==> src/rtl/sr_flag_pkg.sv <==
// Shared definitions for the SR flag arbiter: command encodings and default sizes.
package sr_flag_pkg;

  typedef enum logic [1:0] {
    SR_HOLD = 2'b00,
    SR_CLR  = 2'b01,
    SR_SET  = 2'b10,
    SR_ILL  = 2'b11
  } sr_cmd_e;

  localparam int N_REQ_DEF   = 4;
  localparam int N_FLAGS_DEF = 8;
  localparam int CNT_W_DEF   = 8;

endpackage

==> src/rtl/rr_arbiter.sv <==
// Combinational round-robin pick: first set bit of i_req searching upward from i_ptr+1.
module rr_arbiter #(
  parameter  int N  = 4,
  localparam int PW = $clog2(N)
) (
  input  logic [N-1:0]  i_req,
  input  logic [PW-1:0] i_ptr,
  output logic [N-1:0]  o_gnt
);

  logic [PW-1:0] w_pos;
  logic          w_found;

  always_comb begin
    o_gnt   = '0;
    w_found = 1'b0;
    w_pos   = '0;
    for (int i = 1; i <= N; i++) begin
      w_pos = PW'((int'(i_ptr) + i) % N);
      if (!w_found && i_req[w_pos]) begin
        o_gnt[w_pos] = 1'b1;
        w_found      = 1'b1;
      end
    end
  end

endmodule

==> src/rtl/sr_flag_arbiter.sv <==
// Bank of SR flags shared by several requesters; one command is executed per clock,
// chosen round-robin, with error reporting and a saturating contention counter.
module sr_flag_arbiter
  import sr_flag_pkg::*;
#(
  parameter  int N_REQ   = N_REQ_DEF,
  parameter  int N_FLAGS = N_FLAGS_DEF,
  parameter  int CNT_W   = CNT_W_DEF,
  localparam int IDX_W   = $clog2(N_FLAGS),
  localparam int ID_W    = $clog2(N_REQ)
) (
  input  logic                   clk,
  input  logic                   CLR,
  input  logic                   clr_all,
  input  logic [N_REQ-1:0]       req,
  input  logic [N_REQ-1:0]       s_in,
  input  logic [N_REQ-1:0]       r_in,
  input  logic [N_REQ*IDX_W-1:0] idx_in,
  output logic [N_REQ-1:0]       gnt,
  output logic [N_FLAGS-1:0]     Q,
  output logic [N_FLAGS-1:0]     Q_not,
  output logic                   err,
  output logic [ID_W-1:0]        err_id,
  output logic [CNT_W-1:0]       cont_cnt
);

  logic [N_REQ-1:0]   r_gnt;
  logic [ID_W-1:0]    r_ptr;
  logic [N_FLAGS-1:0] r_q;
  logic [N_FLAGS-1:0] r_q_not;
  logic               r_err;
  logic [ID_W-1:0]    r_err_id;
  logic [CNT_W-1:0]   r_cnt;

  logic [N_REQ-1:0]   w_elig;
  logic [N_REQ-1:0]   w_win;
  logic               w_any;
  logic [ID_W-1:0]    w_win_id;
  logic [IDX_W-1:0]   w_f;
  sr_cmd_e            w_cmd;
  logic               w_illegal;
  logic               w_contend;
  logic [N_FLAGS-1:0] w_q_next;

  // A requester just granted is masked so a held req cannot win twice in a row.
  assign w_elig = req & ~r_gnt;

  rr_arbiter #(.N(N_REQ)) u_rr (
    .i_req (w_elig),
    .i_ptr (r_ptr),
    .o_gnt (w_win)
  );

  assign w_any = |w_win;

  always_comb begin
    w_win_id = '0;
    for (int k = 0; k < N_REQ; k++) begin
      if (w_win[k]) w_win_id = ID_W'(k);
    end
  end

  assign w_f       = idx_in[int'(w_win_id)*IDX_W +: IDX_W];
  assign w_cmd     = sr_cmd_e'({s_in[w_win_id], r_in[w_win_id]});
  assign w_illegal = w_any && !clr_all && ((w_cmd == SR_ILL) || (int'(w_f) >= N_FLAGS));
  assign w_contend = |(w_elig & (w_elig - N_REQ'(1)));

  always_comb begin
    w_q_next = r_q;
    if (clr_all) begin
      w_q_next = '0;
    end else if (w_any && !w_illegal) begin
      case (w_cmd)
        SR_CLR:  w_q_next[w_f] = 1'b0;
        SR_SET:  w_q_next[w_f] = 1'b1;
        default: w_q_next = r_q;
      endcase
    end
  end

  always_ff @(posedge clk or negedge CLR) begin
    if (!CLR) begin
      r_gnt    <= '0;
      r_ptr    <= ID_W'(N_REQ - 1);
      r_q      <= '0;
      r_q_not  <= '1;
      r_err    <= 1'b0;
      r_err_id <= '0;
      r_cnt    <= '0;
    end else begin
      r_gnt   <= w_win;
      r_q     <= w_q_next;
      // Complement taken from the next state so it never lags Q.
      r_q_not <= ~w_q_next;
      r_err   <= w_illegal;
      if (w_any) r_ptr <= w_win_id;
      if (w_illegal) r_err_id <= w_win_id;
      if (w_contend && (r_cnt != {CNT_W{1'b1}})) r_cnt <= r_cnt + CNT_W'(1);
    end
  end

  assign gnt      = r_gnt;
  assign Q        = r_q;
  assign Q_not    = r_q_not;
  assign err      = r_err;
  assign err_id   = r_err_id;
  assign cont_cnt = r_cnt;

endmodule
==> config.mk <==
export PLATFORM = sky130hd
export DESIGN_NAME = sr_flag_arbiter
export DESIGN_NICKNAME = d
export VERILOG_FILES = /design/src/rtl/sr_flag_pkg.sv /design/src/rtl/rr_arbiter.sv /design/src/rtl/sr_flag_arbiter.sv
export SDC_FILE = /design/constraint.sdc
export NUM_CORES = 1
export LEC_CHECK = 0
export CORE_ASPECT_RATIO = 0.75
export CORE_MARGIN = 1.5
export CORE_UTILIZATION = 41
export CTS_CLUSTER_DIAMETER = 60
export DETAILED_ROUTE_END_ITERATION = 10
export PLACE_DENSITY = 0.71
export SETUP_SLACK_MARGIN = 0.02
export SLEW_MARGIN = 25
export SYNTH_ARGS = -nofsm -noshare
export SYNTH_HDL_FRONTEND = slang
export SYNTH_SLANG_ARGS = --single-unit
export TNS_END_PERCENT = 100
==> constraint.sdc <==
create_clock -name clk -period 5.4 [get_ports clk]
set_input_delay 0.81 -clock clk [delete_from_list [all_inputs] [get_ports clk]]
set_output_delay 0.81 -clock clk [all_outputs]
set_load 0.05 [all_outputs]
==> impl_table.tex <==
\begin{tabular}{lr}
\hline
Metric & Value \\
\hline
\multicolumn{2}{l}{\textbf{Outcome}} \\
\quad Status & finished clean \\
\multicolumn{2}{l}{\textbf{STA}} \\
\quad PnR worst setup slack & about 0.42 ns \\
\quad Pins over their slew limit & 0 \\
\quad Setup repair after global routing missed its margin & false \\
\quad Top achievable clock speed & between 0.2 and 0.25 GHz \\
\quad WHS & 0.503 ns \\
\quad Period Utilization, post-route & 0.921 \\
\quad Normalized max-slew margin & 0.518 \\
\quad Post-layout min period & $\sim$5 ns \\
\quad Transition time at the pin with the least slew margin & slightly above 0.7 ns \\
\quad Fin Setup TNS & 0 ns \\
\quad Final-report hold violation count & 0 \\
\quad Final setup violating endpoints & 0 \\
\quad Clock skew & between 0.006 and 0.007 ns \\
\multicolumn{2}{l}{\textbf{Routing}} \\
\quad Via count & between 1500 and 2000 \\
\quad DRC marker count from the first detailed-route iteration & about 140 \\
\quad Final ANT Viol Nets & 0 \\
\quad Number of search-and-repair iterations in the first detailed-routing pass & 4 \\
\quad Routed WL per cell & 15.3 µm \\
\quad Post-DR vias/cell & about 5.6 \\
\quad Final Routed Wirelength & 5330 µm \\
\quad DRC errors left & 0 \\
\multicolumn{2}{l}{\textbf{Floorplanning}} \\
\quad Number of I/O pins & slightly below 60 \\
\quad Width of the die & around 87 µm \\
\quad Core area & between 5000 and 6000 µm² \\
\quad Die extent in y & approximately 66 µm \\
\quad Overall die area & a little under 6000 µm² \\
\quad Starting Density & 0.437 \\
\quad Number of core rows & 22 \\
\multicolumn{2}{l}{\textbf{Clocking}} \\
\quad H-tree levels & 2 \\
\quad CTS Buffer Depth & 2 \\
\quad TritonCTS Sinks & 33 \\
\quad CTS Hold Bufs & 0 \\
\quad Clock latency on the worst-skew pair & about 0.29 ns \\
\quad Clock-pin slew of the registers on the worst-case setup and hold paths & about 0.070 ns \\
\quad CTS tree & done \\
\quad CTS Buf Count & 5 \\
\quad Total of cells resized after clock tree synthesis & 0 \\
\quad Buffers inserted during post-CTS setup optimization & 0 \\
\quad Buffer type at the clock tree root & clkbuf\_8 \\
\multicolumn{2}{l}{\textbf{Finish}} \\
\quad Share of cells above drive strength 1 & 0.156 \\
\quad Layout Nets & between 300 and 400 \\
\quad Synthesis-to-finish area growth & 36.5\% \\
\quad Antenna diode count & 0 \\
\quad Final non-filler cell total & 348 \\
\multicolumn{2}{l}{\textbf{Worst hold path}} \\
\quad Worst Hold End & cont\_cnt[7]\$\_DFFE\_PN0P\_ \\
\quad Hold Crit Class & flip-flop to flip-flop \\
\quad Hold Crit Start & cont\_cnt[7]\$\_DFFE\_PN0P\_ \\
\quad Cell depth of the worst hold path & 1 \\
\multicolumn{2}{l}{\textbf{Global route}} \\
\quad GRT Residual Overflow & 0 \\
\quad Initial antenna violation count & 0 \\
\quad Global-route wire length before repair & 8890 µm \\
\quad Largest net degree at the start of global routing & 34 \\
\quad Via count of the first global-routing pass & approximately 1800 \\
\quad Total GRT Usage & 0.203 \\
\multicolumn{2}{l}{\textbf{Placed design}} \\
\quad DP Worst Slack & about 0.32 ns \\
\quad Port buffer count & 57 \\
\quad Final weighted congestion in routability-driven placement & between 0.8 and 0.9 \\
\quad DP HPWL & 4040 µm \\
\quad Cell count after placement & between 300 and 400 \\
\multicolumn{2}{l}{\textbf{Synthesis}} \\
\quad Number of synthesized register bits & 33 \\
\quad Biggest area contributors in the synthesized netlist & dfrtp\_1, dfstp\_2, ha\_1, nand2b\_1, nor2b\_1 \\
\quad Fraction of the mapped netlist area in adder cells & 0.0686 \\
\quad Number of distinct library cells after synthesis & 59 \\
\quad Post-synthesis share of cell area spent on xor and xnor gates & 0.0280 \\
\quad Number of synthesized flops with an enable pin & 0 \\
\quad Main combinational cell family by area after synthesis & simple AND/OR/NAND/NOR gates \\
\quad Gate count of the mapped netlist & 209 \\
\quad Share of synthesized flip-flops with an asynchronous set or reset & 1.00 \\
\quad Most frequent cells after synthesis & dfrtp\_1, ha\_1, nand2b\_1, nor2b\_1, nor2\_1 \\
\quad Area fraction in and, or, nand and nor cells after synthesis & 0.258 \\
\quad Fraction of the mapped netlist area in compound gates & 0.194 \\
\quad Largest area contributor in the netlist & dfrtp\_1 \\
\quad Syn avg cell area & roughly 10 µm² \\
\quad Top flip-flop cell by instance count after synthesis & dfrtp\_1 \\
\quad Synth top area share & 0.263 \\
\quad Sequential area share after synthesis & 0.383 \\
\quad Warnings, synthesis & 0 \\
\quad Net Count, Synth & 248 \\
\quad Most frequent cell after synthesis & dfrtp\_1 \\
\quad Synth Cell Area & around 2200 µm² \\
\quad Mux share of post-synthesis cell area & 0.0395 \\
\multicolumn{2}{l}{\textbf{Critical path}} \\
\quad Cells along the critical path & inv\_1 > ha\_1 > and4b\_1 > or4\_4 > o31ai\_1 > nor3\_1 > nand2b\_1 > mux2i\_1 > o21ai\_0 > mux2i\_1 > inv\_1 > ha\_1 > or4\_1 > or4\_1 > a221o\_1 \\
\quad Cell at the slowest stage of the critical path & dfstp\_2 \\
\quad Critical path arrival & between 5 and 6 ns \\
\quad Slack of the worst reg-to-reg path & roughly 0.42 ns \\
\quad Category of the worst setup path launch point & flip-flop \\
\quad Crit Reg-Reg Startpoint & r\_ptr[1]\$\_DFFE\_PN1N\_ \\
\quad Required time of the critical path & 5.62 ns \\
\quad Worst Reg2Reg Path Length in Cells & 15 \\
\quad CP Capture Type & flip-flop \\
\quad Largest fanout on the critical path & 8 \\
\quad Worst setup path category & flip-flop to flip-flop \\
\quad Slowest cell delay on critical path & around 0.64 ns \\
\quad Worst reg2reg path endpoint & Q\_not[6]\$\_DFF\_PN1\_ \\
\multicolumn{2}{l}{\textbf{Flow run}} \\
\quad Number of maximum-capacitance constraint violations & 0 \\
\hline
\end{tabular}
==> through the flow <==
stage / util / area [µm²]
after floorplan: - / 2190
after global placement: 0.573 / 2870
after detailed placement: 0.573 / 2870
after CTS: 0.596 / 2990
after global routing: 0.596 / 2990
final: 0.596 / 2990
==> state kept, by name, indices dropped and copies added (netlist names) <==
register	count
cont_cnt	8
r_ptr	2
err	1
Q	8
Q_not	8
err_id	2
gnt	4
==> worst max-delay path: cells and delay by family, from the launching register on <==
family                   cells  cell delay, ns
AO/OA/AOI/OAI                3            0.66
buffers and inverters        2            0.28
adder cells (fa/ha/maj)      2            0.73
flip-flops                   1            0.64
AND/OR/NAND/NOR              6            2.17
multiplexers                 2            0.44
==> final cells by class <==
type	count	area (µm²)
Sequential cell	33	838
Clock inverter	1	30.0
Fill cell	437	2020
Clock buffer	7	86.3
Inverter	8	32.5
Tap cell	72	90.1
Timing Repair Buffer	64	623
Multi-Input combinational cell	163	1290
==> cells by family (layout without fill, tap and decap cells) <==
group,Yosys count,count (layout)
AND/OR/NAND/NOR,90,90
AO/OA/AOI/OAI,47,47
flip-flops,33,33
buffers and inverters,13,80
adder cells (fa/ha/maj),12,12
XOR/XNOR,7,7
multiplexers,7,7
==> cells in the final DEF (no fill, tap or decap), types with 3 or more instances in the layout <==
master,Yosys,layout
a211o_1,3,3
a211oi_1,3,3
a21oi_1,3,3
a221o_1,3,3
a221oi_1,4,4
a22o_1,3,3
and3_1,3,3
buf_4,0,7
clkbuf_8,0,6
clkdlybuf4s50_1,0,57
dfrtp_1,23,23
dfstp_2,10,10
ha_1,12,12
inv_1,6,6
mux2_2,3,3
mux2i_1,3,3
nand2_1,10,10
nand2b_1,12,12
nand3_1,6,6
nor2_1,11,11
nor2b_1,12,12
nor3_1,6,6
nor4_1,3,3
o21ai_0,6,6
o221a_2,3,3
o221ai_1,3,3
or4_1,3,3
xnor2_1,4,4
xor2_1,3,3
==> layer usage <==
metal	GRT usage	up-vias	wire length, µm	part of all wire
li1	-	925	-	-
met1	0.292	919	2660	0.50
met2	0.288	83	2160	0.41
met3	0.0574	8	436	0.082
met4	0.0675	0	70	0.013
met5	0	-	0	0
==> worst max-delay path by stage <==
| stage | endpoint | slack (ns) | startpoint | cells past startpoint |
|---|---|---|---|---|
| 6_report | Q_not[6]$_DFF_PN1_ | 0.42 | r_ptr[1]$_DFFE_PN1N_ | 15 |
| 5_1_grt | Q_not[5]$_DFF_PN1_ | 0.20 | r_ptr[1]$_DFFE_PN1N_ | 15 |
| 4_1_cts | Q_not[6]$_DFF_PN1_ | 0.46 | r_ptr[1]$_DFFE_PN1N_ | 15 |
| 3_5_place_dp | Q_not[6]$_DFF_PN1_ | 0.32 | req[2] | 14 |
| 3_3_place_gp | Q_not[6]$_DFF_PN1_ | 0.39 | req[2] | 14 |
| 2_1_floorplan | Q_not[6]$_DFF_PN1_ | 0.63 | r_ptr[0]$_DFFE_PN1N_ | 16 |
Power is left out: the tool's default activity adds up to more than one toggle a clock period on the data nets, which glitch-free logic cannot reach.
